===== src/rtl/rib_uart_loader.sv =====
// rib_uart_loader: 8N1 UART image loader acting as rib master 2; define RIB_UART_LOADER_CSUM_EN to expect a trailing XOR checksum byte.
// Latency: each word is written one cycle after its 4th byte; no backpressure, the rib always grants master 2 in that cycle.
module rib_uart_loader #(
  parameter int          CLK_DIV   = 16,
  parameter logic [31:0] BASE_ADDR = 32'h0000_0000,
  parameter int          MAX_WORDS = 4096,
  parameter int          CNT_W     = 16
) (
  input  logic        clk,
  input  logic        rst,
  input  logic        uart_rx,
  output logic [31:0] m_wraddr,
  output logic [31:0] m_wdata,
  input  logic [31:0] m_rdata,
  output logic        m_req,
  output logic        m_we,
  output logic        cpu_hold,
  output logic        load_done,
  output logic        load_err
);

  localparam int            TW     = $clog2(CLK_DIV) + 1;
  localparam logic [TW-1:0] T_HALF = TW'(CLK_DIV / 2 - 1);
  localparam logic [TW-1:0] T_FULL = TW'(CLK_DIV - 1);

  localparam logic [1:0] RX_IDLE  = 2'd0;
  localparam logic [1:0] RX_START = 2'd1;
  localparam logic [1:0] RX_DATA  = 2'd2;
  localparam logic [1:0] RX_STOP  = 2'd3;

  localparam logic [2:0] S_IDLE  = 3'd0;
  localparam logic [2:0] S_LEN   = 3'd1;
  localparam logic [2:0] S_DATA  = 3'd2;
  localparam logic [2:0] S_WRITE = 3'd3;
  localparam logic [2:0] S_DONE  = 3'd4;
`ifdef RIB_UART_LOADER_CSUM_EN
  localparam logic [2:0] S_CSUM  = 3'd5;
`endif

  logic          rx_s1, rx_s2, rx_prev;
  logic [1:0]    rx_state;
  logic [TW-1:0] rx_tmr;
  logic [2:0]    rx_bit;
  logic [7:0]    rx_dat;
  logic          rx_vld;
  logic          frame_err;

  logic [2:0]       state;
  logic [1:0]       byte_idx;
  logic [31:0]      len;
  logic [31:0]      word;
  logic [CNT_W-1:0] cnt;
  logic [31:0]      len_full;
  logic             last_word;
  logic             unused_rdata;
`ifdef RIB_UART_LOADER_CSUM_EN
  logic [7:0]       csum;
`endif

  assign unused_rdata = ^m_rdata;

  // Sync flops preset high so reset release never looks like a start bit.
  always_ff @(posedge clk) begin
    if (!rst) begin
      rx_s1     <= 1'b1;
      rx_s2     <= 1'b1;
      rx_prev   <= 1'b1;
      rx_state  <= RX_IDLE;
      rx_tmr    <= '0;
      rx_bit    <= '0;
      rx_dat    <= '0;
      rx_vld    <= 1'b0;
      frame_err <= 1'b0;
    end else begin
      rx_s1     <= uart_rx;
      rx_s2     <= rx_s1;
      rx_prev   <= rx_s2;
      rx_vld    <= 1'b0;
      frame_err <= 1'b0;
      case (rx_state)
        RX_IDLE: begin
          if (rx_prev && !rx_s2) begin
            rx_tmr   <= '0;
            rx_state <= RX_START;
          end
        end
        RX_START: begin
          if (rx_tmr == T_HALF) begin
            rx_tmr   <= '0;
            rx_bit   <= '0;
            rx_state <= rx_s2 ? RX_IDLE : RX_DATA;
          end else begin
            rx_tmr <= rx_tmr + TW'(1);
          end
        end
        RX_DATA: begin
          if (rx_tmr == T_FULL) begin
            rx_tmr <= '0;
            rx_dat <= {rx_s2, rx_dat[7:1]};
            rx_bit <= rx_bit + 3'd1;
            if (rx_bit == 3'd7) rx_state <= RX_STOP;
          end else begin
            rx_tmr <= rx_tmr + TW'(1);
          end
        end
        default: begin
          if (rx_tmr == T_FULL) begin
            rx_tmr    <= '0;
            rx_vld    <= rx_s2;
            frame_err <= !rx_s2;
            rx_state  <= RX_IDLE;
          end else begin
            rx_tmr <= rx_tmr + TW'(1);
          end
        end
      endcase
    end
  end

  assign len_full  = {rx_dat, len[23:0]};
  assign last_word = (32'(cnt) + 32'd1) == len;

  always_ff @(posedge clk) begin
    if (!rst) begin
      state    <= S_IDLE;
      byte_idx <= '0;
      len      <= '0;
      word     <= '0;
      cnt      <= '0;
      load_err <= 1'b0;
`ifdef RIB_UART_LOADER_CSUM_EN
      csum     <= '0;
`endif
    end else if (frame_err && state != S_IDLE) begin
      // Already-written words stay in memory; only the partial word is lost.
      state    <= S_IDLE;
      load_err <= 1'b1;
      cnt      <= '0;
    end else begin
      case (state)
        S_IDLE: begin
          if (rx_vld && rx_dat == 8'h55) begin
            state    <= S_LEN;
            load_err <= 1'b0;
            byte_idx <= '0;
            cnt      <= '0;
`ifdef RIB_UART_LOADER_CSUM_EN
            csum     <= '0;
`endif
          end
        end
        S_LEN: begin
          if (rx_vld) begin
            len[{byte_idx, 3'b000} +: 8] <= rx_dat;
            byte_idx <= byte_idx + 2'd1;
`ifdef RIB_UART_LOADER_CSUM_EN
            csum     <= csum ^ rx_dat;
`endif
            if (byte_idx == 2'd3) begin
              if (len_full == 32'd0) begin
                state <= S_DONE;
              end else if (len_full > 32'(MAX_WORDS)) begin
                load_err <= 1'b1;
                state    <= S_IDLE;
              end else begin
                state <= S_DATA;
              end
            end
          end
        end
        S_DATA: begin
          if (rx_vld) begin
            word     <= {rx_dat, word[31:8]};
            byte_idx <= byte_idx + 2'd1;
`ifdef RIB_UART_LOADER_CSUM_EN
            csum     <= csum ^ rx_dat;
`endif
            if (byte_idx == 2'd3) state <= S_WRITE;
          end
        end
        S_WRITE: begin
          cnt <= cnt + CNT_W'(1);
          if (last_word) begin
`ifdef RIB_UART_LOADER_CSUM_EN
            state <= S_CSUM;
`else
            state <= S_DONE;
`endif
          end else begin
            state <= S_DATA;
          end
        end
`ifdef RIB_UART_LOADER_CSUM_EN
        S_CSUM: begin
          if (rx_vld) begin
            if (rx_dat == csum) begin
              state <= S_DONE;
            end else begin
              load_err <= 1'b1;
              state    <= S_IDLE;
            end
          end
        end
`endif
        S_DONE: begin
          cnt   <= '0;
          state <= S_IDLE;
        end
        default: state <= S_IDLE;
      endcase
    end
  end

  assign m_req     = (state == S_WRITE);
  assign m_we      = (state == S_WRITE);
  assign m_wraddr  = m_req ? (BASE_ADDR + (32'(cnt) << 2)) : 32'd0;
  assign m_wdata   = m_req ? word : 32'd0;
  assign load_done = (state == S_DONE);
`ifdef RIB_UART_LOADER_CSUM_EN
  assign cpu_hold  = (state == S_LEN) || (state == S_DATA) || (state == S_WRITE) || (state == S_CSUM);
`else
  assign cpu_hold  = (state == S_LEN) || (state == S_DATA) || (state == S_WRITE);
`endif

endmodule


===== config.mk =====
export PLATFORM = sky130hd
export DESIGN_NAME = rib_uart_loader
export DESIGN_NICKNAME = d
export VERILOG_FILES = /design/src/rtl/rib_uart_loader.sv
export SDC_FILE = /design/constraint.sdc
export NUM_CORES = 1
export LEC_CHECK = 0
export BUFFER_PORTS_ARGS = -buffer_cell sky130_fd_sc_hd__buf_2
export CORE_UTILIZATION = 51
export CTS_CLUSTER_DIAMETER = 60
export CTS_CLUSTER_SIZE = 40
export DETAILED_ROUTE_END_ITERATION = 16
export MAX_ROUTING_LAYER = met4
export PLACE_DENSITY = 0.77
export RECOVER_POWER = 25
export SLEW_MARGIN = 5
export SYNTH_ARGS = -nofsm -noshare
export SYNTH_HDL_FRONTEND = slang
export SYNTH_SLANG_ARGS = --single-unit

===== constraint.sdc =====
create_clock -name clk -period 3.1 [get_ports clk]
set_input_delay 0.155 -clock clk [delete_from_list [all_inputs] [get_ports clk]]
set_output_delay 0.155 -clock clk [all_outputs]
set_load 0.02 [all_outputs]

# Yosys cells after proc, flatten, opt, wreduce, memory -nomap -nowiden
# Index checks and enable logic that the tools add are counted.
[word_totals]
reg_bits = 109
in_bits = 35
output_inout_bits = 69
word_cells = 119
[classes]
addsub = 6
n_lt_le_gt_ge = 1
n_eq_ne = 27
n_shift = 2
n_mux = 38
n_bitwise = 3
n_reduce_logical = 27
[ops]
columns = ["cell", "count"]
rows = [
  ["$pmux W16 S3", 1],
  ["$bwmux W32", 1],
  ["$eq A17 B32 Y1", 1],
  ["$gt A32 B13 Y1 const B", 1],
  ["$logic_not A32 Y1", 1],
  ["$mux W32", 1],
  ["$shift A8 B7 Y32 const A", 1],
  ["$shiftx A8 B7 Y32", 1],
  ["$mux W3", 9],
  ["$mux W18", 1],
  ["$mux W2", 9],
  ["$ne A2 B2 Y1 const B", 9],
  ["$add A16 B1 Y17 const B", 1],
  ["$add A16 B1 Y16 const B", 1],
  ["$mux W16", 1],
  ["$mux W5", 3],
  ["$ne A3 B3 Y1 const B", 5],
  ["$pmux W3 S4", 1],
  ["$reduce_bool A3 Y1", 4],
  ["$pmux W5 S2", 1],
  ["$reduce_and A5 Y1", 2],
  ["$reduce_and A3 Y1", 3],
  ["$eq A8 B7 Y1 const B", 1],
  ["$neg A5 Y7", 1],
  ["other kinds (28)", 44],
]

# Depth between registers and ports, before layout
# Gate-level depths: netlist (run 1).
[logic_depth]
ltp_word = 7
ltp_mapped = 10
mapped_depth_nobuf = 9

# Least setup slack after synthesis (run 1)
# OpenSTA, ideal clock, no wires.
[synth_timing]
path_type = "register -> register"
from = "register cnt[0]"
to = "register state[2]"
setup_time_ps = 92
arrival_time_ps = 2758
required_time_ps = 3008
setup_slack_ps = 250
path_stages_with_launch = 10
path_buffers = 2
period_less_slack_ps = 2850
cell_sequence = "dfxtp_1 ha_1 buf_2 nand3_1 or3_1 clkbuf_1 xnor2_1 or4_4 or4_1 o32ai_1"
[synth_between]
elab_chain_cells = 4
[synth_rtl]
columns = ["item", "line_no", "source"]
rows = [
  ["start: declaration", "52", "logic [CNT_W-1:0] cnt;"],
  ["start signal: assignment", "182", "cnt <= cnt + CNT_W'(1);"],
  ["$add A16 B1 Y17", "121", "assign last_word = (32'(cnt) + 32'd1) == len;"],
  ["$eq A17 B32 Y1", "121", ""],
  ["$mux W3", "183", "if (last_word) begin"],
  ["$pmux W3 S4", "140", "case (state)"],
  ["end signal: assignment", "125", "state <= S_IDLE;"],
  ["end signal: assignment", "143", "state <= S_LEN;"],
  ["end signal: assignment", "187", "state <= S_DONE;"],
  ["end: declaration", "48", "logic [2:0] state;"],
]
# Every way passes these cells.
# A chain may end at the register's enable or synchronous reset.

# Worst setup path after layout (run 1)
[layout_timing]
from = "register cnt[1]"
to = "register state[2]"
# Same word-level chain as after synthesis.

==> flow_summary.json, run 1 <==
{
  "switching_power_mw": 0.598,
  "clkPwrFrac_pct": 44.0,
  "ant_nets": 0,
  "cts_sinks": 109,
  "synth-async-reset-ratio_pct": 0,
  "hold_class": "in2reg",
  "worstMarginPinSlew_ns": 2.12,
  "synth_area_per_cell_um2": 7.85,
  "cts_max_level": 3,
  "hold_start": "rst",
  "clkTransAtPathRegs_ns": 0.07,
  "fin_cells": 907,
  "max_slew_margin_pct": -41.1,
  "grt_pass1_wl_um": 21500,
  "status": "complete, but fails checks",
  "post_drt_wl_per_cell_um": 14.2,
  "synth_top_area_share_pct": 37.6,
  "synth-seq-cells": 109,
  "finalClockSkew_ns": 0.00948,
  "worstSetupStartpointType": "register",
  "cts_setup_buffers": 0,
  "ys_seq_area_share_pct": 37.6,
  "slew_viol_final": 65,
  "end_kind": "register",
  "initial_core_util_pct": 52.8,
  "r2r_slack_ns": 0.22,
  "rsz0062_at_grt": "false",
  "ys_types": 52,
  "max_freq_mhz": 347,
  "clockBufferDepth": 2,
  "power_density_nw_per_um2": 416,
  "synth_most_common_cell": "nand2_1",
  "wl_um": 12900,
  "min_to": "rx_dat[3]",
  "antenna_found_initial": 0,
  "fin_crit_sh_pct": 93.0,
  "drc": 0,
  "period_minus_slack_ns": 2.88,
  "rr_endpoint": "state[2]",
  "die_width_um": 109,
  "sw_frac_of_total_pct": 22.5,
  "path_max_fanout": 7,
  "crit_arrival_ns": 3.14,
  "layout-drive-gt1-share_pct": 12.0,
  "cp.buffers_inverters": 0,
  "fin_nets": 809,
  "synth_edf_count": 0,
  "synth_common_cells": "138 x nand2_1, 109 x dfxtp_1, 73 x a21boi_0",
  "numCtsBuffers": 9,
  "crit_required_ns": 3.36,
  "ff2ff_path_depth": 7,
  "grt_pass1_vias": 4510,
  "slowest_delay_ns": 0.56,
  "diodes": 0,
  "r2r-start": "cnt[1]",
  "path_class": "reg2reg",
  "insertion_delay_ns": 0.36,
  "rows": 38,
  "area_growth_pct": 10.1,
  "cts_tree": "yes",
  "cap_violations": 1,
  "grt_max_degree": 65,
  "ios": 104,
  "tns_ns": 0,
  "port_buffers": 55,
  "netlist_area_um2": 5800,
  "die_y_um": 109,
  "grt_usage_pct": 23.6,
  "yosysWarnings": 0,
  "drt_iter0_drc": 455,
  "place_inst": 890,
  "synth-main-ff-cell": "dfxtp_1",
  "firstDrtPassIters": 5,
  "p_leak_nw": 2.46,
  "via_count": 5098,
  "power_frac_seq_pct": 53.1,
  "synth.area.top_cells": "dfxtp_1 38%, a21boi_0 9.4%, nand2_1 8.9%, and2_1 5.7%, nand3_1 4.0%",
  "irDropWorstVdd_uv": 348,
  "whs_path_depth": 2,
  "die_area_um2": 11800,
  "cts-root-buf": "clkbuf_16",
  "gp_congestion": 0.882,
  "crit_chain": "ha_1 -> nand3_1 -> or3_1 -> xnor2_1 -> or4_4 -> or4_1 -> o32ai_1",
  "grt_overflow": 0,
  "violations": "max-capacitance violations, max-slew violations",
  "p_comb_share_pct": 2.9,
  "via_per_inst": 5.62,
  "internal-power_mw": 2.06,
  "core_um2": 11000,
  "hold_viol_final": 0,
  "finalSetupViolations": 0,
  "crit_family": "simple AND/OR/NAND/NOR gates",
  "cp_slowest_cell": "or4_1",
  "syn-instance-count": 739,
  "hpwl_um": 8870,
  "synth_largest_area_cell": "dfxtp_1"
}
-- routing by layer --
metal	share of wire, %	GRT usage (%)
met1	46	29.9
met3	4.6	4.78
met5	0	-
met2	47	37.3
met4	1.9	8.20
-- sequential cells by signal, indices dropped and copies added, names as in the netlist, 2 cells and up --
name      flops
byte_idx      2
state         3
rx_dat        8
rx_tmr        5
word         32
len          32
rx_state      2
cnt          16
rx_bit        3
-- cell type report --
| type | count | area (um2) |
|---|---|---|
| multi-input combinational | 564 | 3320 |
| fill | 965 | 4590 |
| sequential | 109 | 2180 |
| tap | 140 | 175 |
| timing repair buffer | 69 | 377 |
| inverter | 9 | 33.8 |
| clock buffer | 9 | 225 |
| clock inverter | 7 | 75.1 |
-- logic make-up (layout without fill, tap and decap cells) --
family          Yosys count  in the layout  synth area share (%)
simple gates            356            356                  31.3
compound gates          152            152                  17.6
flops                   109            109                  37.6
buf+inv                  81             94                  6.55
xor+xnor                 26             26                  3.92
fa+ha+maj                12             12                  2.59
mux                       2              2                 0.345
other cells               1             16                0.0646
-- repair_timing --
| action | in CTS | in global routing |
|---|---|---|
| hold buffers | 1 | 0 |
| gates resized for setup | 0 | 2 |
| setup endpoints to repair | 0 | 1 |
| endpoints found under the hold margin | 1 | 0 |
-- cells in the final DEF, fill, tap and decap left out, types with 5 or more instances in the layout --
master     Yosys  routed
clkbuf_16      0       9
nor4_1        10      10
buf_2          1      53
nand3b_1       5       5
a211oi_1       8       8
nand4_1        5       5
nor2_1        39      39
inv_1          9       9
or4_1          7       7
conb_1         1      16
nand2b_1       7       7
ha_1          12      12
a21oi_1       27      27
buf_4         20      12
xnor2_1       16      16
nand3_1       46      46
o21ai_0       22      22
nor3_1         8       8
nor2b_1        8       8
nand2_1      138     138
xor2_1        10      10
nor3b_1        7       7
and2_1        53      52
a21boi_0      73      73
dfxtp_1      109     108
-- through the flow --
step | setup WS [ns] | power, mW | utilization [%] | hold WS (ns) | instance area (um2)
floorplan | 0.250 | 1.52 | - | 0.256 | 5860
global placement | 0.294 | 1.52 | 55.3 | 0.343 | 6080
detailed placement | 0.221 | 1.52 | 55.3 | 0.344 | 6080
CTS | 0.166 | 2.67 | 58.1 | 0.262 | 6390
global route | 0.0775 | 2.75 | 58.2 | 0.282 | 6390
finish | 0.218 | 2.66 | 58.2 | 0.260 | 6390
-- worst max-delay path by stage --
stage                     slack [ns]       end  startpoint  cells after the start
final                           0.22  state[2]      cnt[1]                      7
after floorplan                 0.25  state[2]      cnt[0]                      9
after CTS                       0.17  state[2]      cnt[4]                      7
after detailed placement        0.22  state[2]      cnt[4]                      7
after global placement          0.29  state[2]      cnt[4]                      7
after global routing            0.08  state[2]      cnt[1]                      7
-- power by group through the flow --
stage | Clock, mW | Sequential (mW) | Combinational, mW
5_1_grt | 1.25 | 1.41 | 0.0860
4_1_cts | 1.19 | 1.41 | 0.0755
3_3_place_gp | 0 | 1.44 | 0.0728
2_1_floorplan | 0 | 1.44 | 0.0839
3_5_place_dp | 0 | 1.45 | 0.0747
6_report | 1.17 | 1.41 | 0.0766
No activity file was read; power rests on OpenSTA's default activity.
==> inputs of run 2 (changes only) <==
==> constraint.sdc (replaced) <==
create_clock -name clk -period 3.1 [get_ports clk]
set_input_delay 0.62 -clock clk [delete_from_list [all_inputs] [get_ports clk]]
set_output_delay 0.62 -clock clk [all_outputs]
set_load 0.02 [all_outputs]
==> flow_summary.json, run 2 (synthesized netlist as in run 1, its figures left out) <==
{
  "placed_cell_area_um2": 6120,
  "worstMarginPinSlew_ns": 1.37,
  "port_buffers": 55,
  "via_per_inst": 5.64,
  "rows": 38,
  "die_width_um": 109,
  "crit_arrival_ns": 3.18,
  "cts_sinks": 109,
  "crit_required_ns": 3.37,
  "gp_congestion": 0.870,
  "area_growth_pct": 10.3,
  "max_freq_mhz": 344,
  "numCtsBuffers": 9,
  "fin_crit_sh_pct": 93.8,
  "hold_viol_final": 0,
  "layout-drive-gt1-share_pct": 12.1,
  "hpwl_um": 9080,
  "clockBufferDepth": 2,
  "worstSetupStartpointType": "register",
  "ff2ff_path_depth": 7,
  "die_y_um": 109,
  "via_count": 5132,
  "power_density_nw_per_um2": 418,
  "finalSetupViolations": 0,
  "final_cell_mix": "138 x nand2_1, 109 x dfxtp_1, 73 x a21boi_0, 53 x and2_1, 53 x buf_2",
  "ant_nets": 0,
  "max_slew_margin_pct": 8.39,
  "cts_max_level": 3,
  "grt_max_degree": 55,
  "firstDrtPassIters": 5,
  "hold_ws_ns": 0.420,
  "path_class": "reg2reg",
  "die_area_um2": 11800,
  "clkTransAtPathRegs_ns": 0.07,
  "cts_tree": "yes",
  "cts_resized": 0,
  "irDropWorstVdd_uv": 312,
  "grt_pass1_wl_um": 21700,
  "p_leak_nw": 2.47,
  "cts-root-buf": "clkbuf_16",
  "grt_overflow": 0,
  "fin_nets": 812,
  "tns_ns": 0,
  "initial_core_util_pct": 52.8,
  "grt_usage_pct": 24.1,
  "path_max_fanout": 7,
  "ios": 104,
  "final_cell_area_um2": 6400,
  "final_common_cell": "nand2_1",
  "r2r-start": "cnt[1]",
  "whs_path_depth": 1,
  "hold_class": "reg2reg",
  "insertion_delay_ns": 0.36,
  "diodes": 0,
  "slew_viol_final": 0,
  "reg.largest.list": "len (32), word (32), cnt (16)",
  "core_um2": 11000,
  "period_minus_slack_ns": 2.91,
  "drc": 0,
  "drt_iter0_drc": 398,
  "place_inst": 894,
  "hold_start": "rx_s1",
  "end_kind": "register",
  "min_to": "rx_s2",
  "status": "complete, no violations",
  "wl_um": 13100,
  "post_drt_wl_per_cell_um": 14.4,
  "grt_pass1_vias": 4631,
  "antenna_found_initial": 0,
  "cts_setup_buffers": 0,
  "pre_cts_ws_ns": 0.221,
  "cp_slowest_cell": "or4_1",
  "rr_endpoint": "state[2]",
  "fin_ws_ns": 0.191,
  "rsz0062_at_grt": "false",
  "cap_violations": 0,
  "fin_cells": 910,
  "crit_chain": "ha_1 -> nand3_1 -> or3_1 -> xnor2_1 -> or4_4 -> or4_1 -> o32ai_1",
  "finalClockSkew_ns": 0.00899,
  "slowest_delay_ns": 0.57,
  "r2r_slack_ns": 0.19,
  "cts_hold_buf": 0
}
run 2: layer usage:
| metal | vias to the layer above | global-route usage (%) | routed length (um) | part of all wire [%] |
|---|---|---|---|---|
| met2 | 164 | 39.6 | 6320 | 48 |
| met4 | 0 | 9.46 | 175 | 1.3 |
| met5 | - | - | 0 | 0 |
| met1 | 2415 | 29.4 | 5830 | 44 |
| met3 | 16 | 4.18 | 777 | 5.9 |
| li1 | 2537 | - | - | - |
run 2: worst max-delay path, delay by kind of cell (launching register included):
| kind | cells | cell delay (ns) |
|---|---|---|
| and+or+nand+nor | 4 | 1.69 |
| DFF | 1 | 0.47 |
| adders and majority gates | 1 | 0.36 |
| xor gates and xnor gates | 1 | 0.16 |
| AOI/OAI and AO/OA | 1 | 0.14 |
run 2: metrics by stage:
step           util, %  power, mW
6_report          58.3       2.68
5_1_grt           58.3       2.77
4_1_cts           58.5       2.70
3_5_place_dp      55.7       1.52
3_3_place_gp      55.7       1.52
2_1_floorplan        -       1.52
run 2: power by group:
group	switching (mW)	internal, mW	leakage [nW]	total [mW]
combinational	0.0492	0.0260	1.44	0.0752
sequential	0.00752	1.41	0.878	1.41
clock	0.536	0.655	0.149	1.19
run 2: area by class of cell:
class	instances	area, um2
fillers	993	4580
clock buffers	10	239
repair buffers	72	405
flip-flops and latches	109	2180
inverters	9	33.8
multi-input cells	564	3300
well taps	140	175
clock inverters	6	68.8
run 2: worst max path at each step:
| stage | from | endpoint | slack (ns) | cells after the start |
|---|---|---|---|---|
| finish | cnt[1] | state[2] | 0.19 | 7 |
| detailed placement | cnt[1] | state[2] | 0.22 | 7 |
| global route | cnt[1] | state[2] | 0.05 | 9 |
| floorplan | cnt[0] | state[2] | 0.25 | 9 |
| CTS | cnt[1] | state[2] | 0.20 | 7 |
| global placement | cnt[1] | state[2] | 0.29 | 7 |
